File: src/rtl/mapper_pkg.sv
// mapper_pkg: mode encodings and write-FSM states shared by the discrete mapper files
package mapper_pkg;
  typedef enum logic [1:0] {
    MODE_UNROM = 2'd0,
    MODE_CNROM = 2'd1,
    MODE_AOROM = 2'd2,
    MODE_RSVD  = 2'd3
  } mode_e;
  typedef enum logic [1:0] {
    IDLE   = 2'd0,
    ACCESS = 2'd1,
    COMMIT = 2'd2
  } state_e;
  function automatic mode_e eff_mode(input logic [1:0] m);
    return (mode_e'(m) == MODE_RSVD) ? MODE_UNROM : mode_e'(m);
  endfunction
endpackage

File: src/rtl/sync_edge_det.sv
// sync_edge_det: 2-flop synchroniser with a glitch-free rising-edge pulse taken from settled flops
module sync_edge_det (
  input  logic clk,
  input  logic Nrst,
  input  logic d,
  output logic q,
  output logic rise
);
  logic [2:0] s;
  always_ff @(posedge clk or negedge Nrst)
    if (!Nrst) s <= '1;
    else s <= {s[1:0], d};
  assign q = s[1];
  assign rise = s[1] & ~s[2];
endmodule

File: src/rtl/discrete_mapper_reg.sv
// discrete_mapper_reg: UNROM/CNROM/AOROM bank register with synchronised CPU write capture
module discrete_mapper_reg
  import mapper_pkg::*;
#(
  parameter int PRG_BANK_BITS = 4,
  parameter int CHR_BANK_BITS = 2,
  parameter int BUS_CONFLICT  = 1
) (
  input  logic                     clk,
  input  logic                     Nrst,
  input  logic [7:0]               cpu_d,
  input  logic [7:0]               rom_d,
  input  logic                     cpu_a14,
  input  logic                     Ncpu_rw,
  input  logic                     Ncpu_rom_cs,
  input  logic [1:0]               mode,
  input  logic                     hv_mirror,
  input  logic                     ppu_a10,
  input  logic                     ppu_a11,
  output logic [PRG_BANK_BITS-1:0] prg_a,
  output logic [CHR_BANK_BITS-1:0] chr_a,
  output logic                     ciram_a10
);
  logic cs_s, cs_rise, rw_s, rw_rise_unused;
  logic cap, mode_chg;
  logic [1:0] mode_q;
  logic [7:0] wr_data;
  logic [PRG_BANK_BITS-1:0] prg_reg;
  logic [CHR_BANK_BITS-1:0] chr_reg;
  logic mir_reg;
  mode_e eff;
  state_e state_q, state_d;
  sync_edge_det u_cs (.clk(clk), .Nrst(Nrst), .d(Ncpu_rom_cs), .q(cs_s), .rise(cs_rise));
  sync_edge_det u_rw (.clk(clk), .Nrst(Nrst), .d(Ncpu_rw), .q(rw_s), .rise(rw_rise_unused));
  assign eff = eff_mode(mode);
  assign mode_chg = mode != mode_q;
  always_comb begin
    state_d = state_q;
    cap = 1'b0;
    case (state_q)
      IDLE: begin
        cap = !cs_s && !rw_s;
        state_d = cap ? ACCESS : IDLE;
      end
      ACCESS: begin
        cap = !cs_s && !rw_s;
        state_d = cs_rise ? COMMIT : (rw_s ? IDLE : ACCESS);
      end
      COMMIT: state_d = IDLE;
      default: state_d = IDLE;
    endcase
  end
  always_ff @(posedge clk or negedge Nrst)
    if (!Nrst) begin
      state_q <= IDLE;
      mode_q  <= '0;
      wr_data <= '0;
      prg_reg <= '0;
      chr_reg <= '0;
      mir_reg <= 1'b0;
    end else begin
      mode_q  <= mode;
      state_q <= mode_chg ? IDLE : state_d;
      if (cap) wr_data <= (BUS_CONFLICT != 0) ? (cpu_d & rom_d) : cpu_d;
      if (mode_chg) begin
        prg_reg <= '0;
        chr_reg <= '0;
        mir_reg <= 1'b0;
      end else if (state_q == COMMIT) begin
        if (eff == MODE_CNROM) chr_reg <= wr_data[CHR_BANK_BITS-1:0];
        else if (eff == MODE_AOROM) begin
          prg_reg <= {1'b0, wr_data[PRG_BANK_BITS-2:0]};
          mir_reg <= wr_data[4];
        end else prg_reg <= wr_data[PRG_BANK_BITS-1:0];
      end
    end
  assign prg_a = (eff == MODE_CNROM) ? {{(PRG_BANK_BITS-1){1'b1}}, cpu_a14} :
                 (eff == MODE_AOROM) ? {prg_reg[PRG_BANK_BITS-2:0], cpu_a14} :
                 cpu_a14 ? '1 : prg_reg;
  assign chr_a = (eff == MODE_CNROM) ? chr_reg : '0;
  assign ciram_a10 = (eff == MODE_AOROM) ? mir_reg : (hv_mirror ? ppu_a10 : ppu_a11);
endmodule

File: config.mk
export PLATFORM = sky130hd
export DESIGN_NAME = discrete_mapper_reg
export DESIGN_NICKNAME = d
export VERILOG_FILES = /design/src/rtl/mapper_pkg.sv /design/src/rtl/sync_edge_det.sv /design/src/rtl/discrete_mapper_reg.sv
export SDC_FILE = /design/constraint.sdc
export NUM_CORES = 1
export LEC_CHECK = 0
export BUFFER_PORTS_ARGS = -buffer_cell sky130_fd_sc_hd__buf_2
export CAP_MARGIN = 20
export CORE_MARGIN = 3
export CORE_UTILIZATION = 49
export CTS_CLUSTER_SIZE = 40
export DETAILED_ROUTE_END_ITERATION = 16
export GPL_TIMING_DRIVEN = 0
export PLACE_DENSITY_LB_ADDON = 0.2
export SLEW_MARGIN = 20
export SYNTH_ARGS = -nofsm -noshare
export SYNTH_HDL_FRONTEND = slang
export SYNTH_HIERARCHICAL = 1
export SYNTH_SLANG_ARGS = --single-unit
File: constraint.sdc
create_clock -name clk -period 1.5 [get_ports clk]
set_clock_uncertainty 0.15 [all_clocks]
set_input_delay 0.075 -clock clk [delete_from_list [all_inputs] [get_ports clk]]
set_output_delay 0.075 -clock clk [all_outputs]
set_load 0.1 [all_outputs]
Word level (Yosys, flattened, before mapping)
Cells that the tools add are included.

Register bits: 21. Output and inout bits: 7. Logic and storage cells: 53.

Eq/ne operators: 7. Multiplexer cells: 24. Bitwise gates (word level): 3. Reductions and logical operators: 11.

Operator list (number): $mux W4 (7); $mux W2 (7); $mux W1 (9); $eq A2 B2 Y1 const B (3); $reduce_bool A2 Y1 (3); $and A5 B5 Y5 (1); $eq A2 B1 Y1 const B (2); $pmux W2 S2 (1); $reduce_and A2 Y1 (2); $reduce_and A3 Y1 (1); $logic_not A1 Y1 (2); $logic_not A2 Y1 (1); $ne A2 B2 Y1 (1); $ne A2 B2 Y1 const B (1); $reduce_or A2 Y1 (1); $and A1 B1 Y1 (1); $logic_and A1 B1 Y1 (1); $not A1 Y1 (1).

Logic depth before layout (Yosys ltp)
Gate-level depths: netlist of run 1.

Word-level depth: 7. Depth in mapped cells: 4. Mapped depth without buffers: 4.

Cells and area by module
Netlist of run 1, hierarchy kept.

Modules (own cells, without submodules): discrete_mapper_reg (times used 1, cells each 88, area an instance 874.6 µm², seq. area each 400.4 µm²); sync_edge_det (times used 2, cells each 4, area an instance 92.6 µm², seq. area each 78.8 µm²).

Worst setup path after synthesis of run 1
No wires, ideal clock.

Path type: register -> output. From: register prg_reg[1]. To: output prg_a[2]. Arrival time: 2.079 ns. Data required time: 1.275 ns. Setup slack: -0.804 ns. Stages on the path, launching flop included: 3. Cell sequence: dfrtp_1 -> nand2b_1 -> a31oi_1.

Cells in the longest elaborated chain, start to end: 2.

Ends and longest elaborated chain: start, declared (line discrete_mapper_reg.sv:28) `logic [PRG_BANK_BITS-1:0] prg_reg;`; start signal, assigned (line discrete_mapper_reg.sv:72) `prg_reg <= {1'b0, wr_data[PRG_BANK_BITS-2:0]};`; start signal, assigned (line discrete_mapper_reg.sv:74) `end else prg_reg <= wr_data[PRG_BANK_BITS-1:0];`; $mux W4 (line discrete_mapper_reg.sv:78) `(eff == MODE_AOROM) ? {prg_reg[PRG_BANK_BITS-2:0], cpu_a14} :`; $mux W4 (line discrete_mapper_reg.sv:77) `assign prg_a = (eff == MODE_CNROM) ? {{(PRG_BANK_BITS-1){1'b1}}, cpu_a14} :`; end, declared (line discrete_mapper_reg.sv:20) `output logic [PRG_BANK_BITS-1:0] prg_a,`.

Every way passes these cells.

Final worst setup path of run 1
From: register prg_reg[2]. To: output prg_a[2].

Cells in the longest elaborated chain, start to end: 3.

Ends and longest elaborated chain: $mux W4 (line discrete_mapper_reg.sv:79) `cpu_a14 ? '1 : prg_reg;`; $mux W4 (line discrete_mapper_reg.sv:78); $mux W4 (line discrete_mapper_reg.sv:77).

Every way passes these cells.

==> flow_metrics.tcl, run 1 <==
set metrics [dict create \
    post-route-min-period_ns 1.499 \
    drc_errors_left 0 \
    rsz_0062_raised_after_global_routing "yes" \
    vias_per_cell 5.335 \
    grt_pass1_wl_um 4160 \
    cts.htree.levels 1 \
    arrival_ns 1.27 \
    placedCellCount 145 \
    finish.net_count 166 \
    area_of_the_die_um2 2665 \
    final.hold.worst_slack_ns 0.08589 \
    max-vdd-ir-drop_mv 0.6737 \
    grt_pass1_vias 924 \
    final_setup_slack_of_the_worst_path_ns 0.001104 \
    gr-total-overflow 0 \
    cts-root-buf "sky130_fd_sc_hd__clkbuf_4" \
    numClockSinks 21 \
    clock_latency_ns 0.30 \
    clk_pin_slew_worst_paths_ns 0.11 \
    post-place-ws_ns 0.09027 \
    worstPathRequired_ns 1.27 \
    placeableCoreArea_um2 1839 \
    routed_wirelength_um 2329 \
    drv.max_cap_violation_count 0 \
    gate_family_responsible_for_the_most_delay_along_the_worst_path "flip-flops" \
    die_h_um 51.62 \
    final_number_of_setup_violating_endpoints 0 \
    core.rowCount 15 \
    cpPeakStageDelay_ns 0.45 \
    timing_max_transition_violations_final 0 \
    total_leakage_power_uw 0.0006170 \
    drtAntennaViolNets 0 \
    synthesis.nets 120 \
    cp_num_buf_inv 1 \
    cellPowerDensity_nw_per_um2 808.8 \
    slowest_stage "sky130_fd_sc_hd__dfrtp_2" \
    grt_start_max_net_pins 22 \
    cts_tree "built" \
    cts_inserted_buffers 3 \
    layoutNonFillerInstCount 164 \
    initial_utilization_pct 55.44 \
    worstPathCellList "o21ai_2 -> a31oi_2 -> buf_6" \
    cts.path.max_buffers 2 \
    netlist_instances 94 \
    critPathMaxFanout 4 \
    cp-end-kind "output pin" \
    route.detailed.wl_per_inst_um 14.20 \
    drive_gt1_share_pct 43.88 \
    drt_iter0_drc 13 \
    yosysWarningCount 6 \
    clock.fmax_mhz 667.2 \
    synth.avg_cell_area_um2 10.85 \
    die_width_um 51.62 \
    grt_antenna_before_repair 0 \
    layout-area-overhead-vs-synth_pct 43.19 \
    boundaryPins 33 \
    hold_viol_final 0 \
    critical_path_class "flop to output pin" \
    final.setup.tns_ns 0 \
    drtPass1Iterations 4 \
    gr-usage-all-layers_pct 21.84 \
    buffer_ports.inserted 26 \
    place_congestion 0.8474 \
    detailroute.via_count 875 \
    cp-start-kind "flop" \
    timing_worst_slew_pin_value_ns 0.4896 \
    max-slew-margin-rel_pct 67.58 \
    antennaDiodeCount 0 \
    largest_reg_flops 5 \
    run_status "finished, final reports clean" \
    share_of_the_clock_period_used_by_the_worst_path_pct 99.93 \
    dp.final_hpwl_um 1477 \
    post_synth_instance_area_um2 1020 \
    worstHoldPathType "input port to asynchronous set/reset pin" \
]
power breakdown:
group	switching [µW]	total [µW]	internal, µW	leakage [µW]
Sequential	19.6	617	597	0.000263
Combinational	180	295	115	0.000339
Clock	165	269	104	0.0000150
per-stage QoR:
step                power (µW)  util (%)  area (µm²)
floorplan                795.5         -        1052
global placement         857.4     65.99        1214
detailed placement       865.6     65.99        1214
CTS                       1182     78.44        1443
global route              1250     79.39        1460
finish                    1181     79.39        1460
worst register-to-register path, delay by kind of cell (launching register included):
family,cells,cell delay [ns]
compound gates,1,0.06
flops,1,0.47
buf+inv,1,0.16
simple gates,2,0.49
worst paths after layout:
path | slack [ns] | startpoint | to | cells after the start
setup reg to reg | 0.07 | state_q[1] | wr_data[1] | 4
hold / removal | 0.09 | Nrst | state_q[0] | 2
hold reg to reg | 0.21 | u_cs/s[0] | u_cs/s[1] | 0
setup / recovery | 0.001 | prg_reg[2] | prg_a[2] | 3
min in group clk | 0.11 | mode[1] | prg_reg[3] | 4
max in group asynchronous | 0.78 | Nrst | u_rw/s[0] | 2
metal layers:
layer	part of all wire, %	GRT usage, %
met4	3.2	12.23
met1	38	24.16
met5	0	0
met2	54	39.19
met3	4.4	3.725
area by class of cell:
cell class / instances / area (µm²)
Sequential cell: 21 / 534.3
Multi-Input combinational cell: 69 / 526.8
Fill cell: 140 / 379.1
Timing Repair Buffer: 41 / 304.0
Buffer: 3 / 33.78
Tap cell: 25 / 31.28
Clock buffer: 4 / 26.28
Inverter: 1 / 3.754
what timing repair did:
| item | CTS | global route |
|---|---|---|
| setup endpoints to repair | 3 | 9 |
| buffers inserted | 0 | 0 |
| pin swaps | 1 | 3 |
| endpoints found under the hold margin | 30 | 0 |
| hold buffers | 15 | 0 |
| gates cloned | 0 | 0 |
| gates resized for setup | 13 | 5 |
placed cells by master, fill, tap and decap left out, types with 4 or more instances in the layout:
master / count
sky130_fd_sc_hd__buf_2: 21
sky130_fd_sc_hd__buf_6: 6
sky130_fd_sc_hd__clkbuf_4: 4
sky130_fd_sc_hd__dfrtp_1: 14
sky130_fd_sc_hd__dfstp_2: 5
sky130_fd_sc_hd__dlygate4sd3_1: 15
sky130_fd_sc_hd__mux2i_1: 4
sky130_fd_sc_hd__nand2_1: 13
sky130_fd_sc_hd__nand2b_1: 4
sky130_fd_sc_hd__nor2_1: 4
sky130_fd_sc_hd__o21ai_0: 4
sky130_fd_sc_hd__o21ai_2: 6
(Power assumes the default switching activity.)
==> run 2: changes to the inputs <==
==> constraint.sdc (replaced) <==
create_clock -name clk -period 1.6 [get_ports clk]
set_clock_uncertainty 0.15 [all_clocks]
set_input_delay 0.08 -clock clk [delete_from_list [all_inputs] [get_ports clk]]
set_output_delay 0.08 -clock clk [all_outputs]
set_load 0.1 [all_outputs]
==> run 2 against run 1 <==
Critical path depth unchanged. Global-route usage down 2.4 points. Clock power down 7.4%. Core utilization down 3.3 points. Wire length down 10%. First-iteration DRC count down 69%. Flip-flop and latch count unchanged. Via count down 2.7%. Setup slack better by 0.064 ns. Clock-buffer cell count unchanged. Sequential power down 6.2%. Die area unchanged. Critical path type unchanged. Largest power group unchanged.
==> flow_metrics.tcl, run 2 (synthesized netlist as in run 1, its figures left out) <==
set metrics [dict create \
    run_status "finished, final reports clean" \
    worstPathRequired_ns 1.37 \
    final_area_um2 1399 \
    slowest_stage "sky130_fd_sc_hd__dfrtp_1" \
    dp.final_hpwl_um 1515 \
    cts.htree.levels 1 \
    critPathMaxFanout 4 \
    worst_r2r_path_depth 4 \
    placed_instance_area_um2 1199 \
    die_width_um 51.62 \
    clk_pin_slew_worst_paths_ns 0.11 \
    worst-r2r-setup-slack_ns 0.19 \
    cts-root-buf "sky130_fd_sc_hd__clkbuf_4" \
    numClockSinks 21 \
    max-slew-margin-rel_pct 67.73 \
    place_congestion 0.8234 \
    cts_tree "built" \
    cp_num_buf_inv 1 \
    critical_path_class "flop to output pin" \
    clock_latency_ns 0.30 \
    drtAntennaViolNets 0 \
    worstPathCellList "nor4_1 -> a31oi_2 -> buf_6" \
    timing_max_transition_violations_final 0 \
    grt_pass1_vias 936 \
    leading_cell_type_in_the_layout_fill_and_taps_excluded "sky130_fd_sc_hd__buf_2" \
    gate_family_responsible_for_the_most_delay_along_the_worst_path "flip-flops" \
    total_leakage_power_uw 0.0006039 \
    final_number_of_setup_violating_endpoints 0 \
    grt_antenna_before_repair 0 \
    grt_start_max_net_pins 22 \
    die_h_um 51.62 \
    worstHoldPathType "input port to asynchronous set/reset pin" \
    vias_per_cell 5.189 \
    drv.max_cap_violation_count 0 \
    cp-end-kind "output pin" \
    area_of_the_die_um2 2665 \
    core.rowCount 15 \
    share_of_the_clock_period_used_by_the_worst_path_pct 95.96 \
    gr-usage-all-layers_pct 19.45 \
    cellPowerDensity_nw_per_um2 772.6 \
    hold_viol_final 0 \
    detailroute.via_count 851 \
    arrival_ns 1.31 \
    buffer_ports.inserted 26 \
    finish.net_count 166 \
    route.detailed.wl_per_inst_um 12.74 \
    drive_gt1_share_pct 39.57 \
    cts_inserted_buffers 3 \
    max-vdd-ir-drop_mv 0.7073 \
    drt_iter0_drc 4 \
    gr-total-overflow 0 \
    largest_reg_flops 5 \
    cts.path.max_buffers 2 \
    layout-area-overhead-vs-synth_pct 37.18 \
    grt_pass1_wl_um 3829 \
    routed_wirelength_um 2090 \
    cp-start-kind "flop" \
    antennaDiodeCount 0 \
    total_power_uw 1081 \
    timing_worst_slew_pin_value_ns 0.4875 \
    clock.fmax_mhz 651.3 \
    timing.rr.start "state_q[1]" \
    placeableCoreArea_um2 1839 \
    post-route-min-period_ns 1.535 \
    rsz_0062_raised_after_global_routing "no" \
    worst_reg2reg_path_endpoint "wr_data[1]" \
    cpPeakStageDelay_ns 0.42 \
    initial_utilization_pct 55.44 \
    drc_errors_left 0 \
    final_cell_mix "sky130_fd_sc_hd__buf_2 (23), sky130_fd_sc_hd__dfrtp_1 (16), sky130_fd_sc_hd__dlygate4sd3_1 (15), sky130_fd_sc_hd__nand2_1 (13)" \
    drtPass1Iterations 4 \
    boundaryPins 33 \
]
## run 2: cell count changes in the layout (fill, tap and decap cells not counted), moves of 2 or more
cell,change
sky130_fd_sc_hd__buf_2,+2
sky130_fd_sc_hd__a21oi_4,-2
sky130_fd_sc_hd__a21oi_2,+2
sky130_fd_sc_hd__dfrtp_2,-2
sky130_fd_sc_hd__buf_6,-2
sky130_fd_sc_hd__dfrtp_1,+2
sky130_fd_sc_hd__o22ai_1,+2
sky130_fd_sc_hd__o22ai_2,-2
## run 2: timing repair
action | CTS | global route
setup endpoints to repair | 3 | 3
setup buffers | 0 | 0
pin swaps | 0 | 0
hold endpoints to repair | 30 | 0
hold buffers | 15 | 0
gates resized for setup | 3 | 3
## run 2: layout make-up
cell class	count	area, µm²
inverters	1	3.754
well taps	25	31.28
repair buffers	41	291.5
flip-flops and latches	21	531.8
fillers	138	440.4
multi-input cells	69	480.5
plain buffers	3	33.78
clock buffers	4	26.28
## run 2: per-stage QoR
stage	setup TNS [ns]	hold WS [ns]	setup WS [ns]	instances	utilization, %
final	0	0.09112	0.06462	164	76.05
after detailed placement	0	-0.1035	0.1926	145	65.17
after global routing	0	0.1276	0.01086	164	76.05
after floorplan	-0.08446	-0.3656	-0.08446	94	-
after global placement	0	-0.1022	0.2098	145	65.17
after CTS	0	0.09084	0.04843	164	75.17
## run 2: worst register-to-register path, stage by stage, from the launching register on
cell,delay (ns)
sky130_fd_sc_hd__dfrtp_1,0.47
sky130_fd_sc_hd__or3_1,0.39
sky130_fd_sc_hd__buf_6,0.16
sky130_fd_sc_hd__nand2_1,0.09
sky130_fd_sc_hd__o21ai_2,0.05
## run 2: routing by layer
layer	share of wire (%)	wire length, µm	GRT usage [%]
met1	43	890	22.30
met4	3.0	63	9.170
met2	50	1050	34.75
met3	4.1	85	3.438
met5	0	0	0
## run 2: where the power goes
group / switching [µW] / leakage (µW) / total (µW) / internal [µW]
registers: 19.0 / 0.000266 / 579 / 560
logic: 156 / 0.000323 / 253 / 97.2
clock network: 152 / 0.0000150 / 249 / 97.3
total: 326 / 0.000604 / 1080 / 754
## run 2: worst max-delay path by stage
stage / start / end / slack (ns) / cells past startpoint
after global routing: prg_reg[3] / prg_a[3] / 0.01 / 3
after detailed placement: mode[0] / ciram_a10 / 0.19 / 6
after CTS: prg_reg[2] / prg_a[2] / 0.05 / 3
final: prg_reg[2] / prg_a[2] / 0.06 / 3
after floorplan: prg_reg[2] / prg_a[2] / -0.08 / 2
after global placement: mode[0] / ciram_a10 / 0.21 / 6
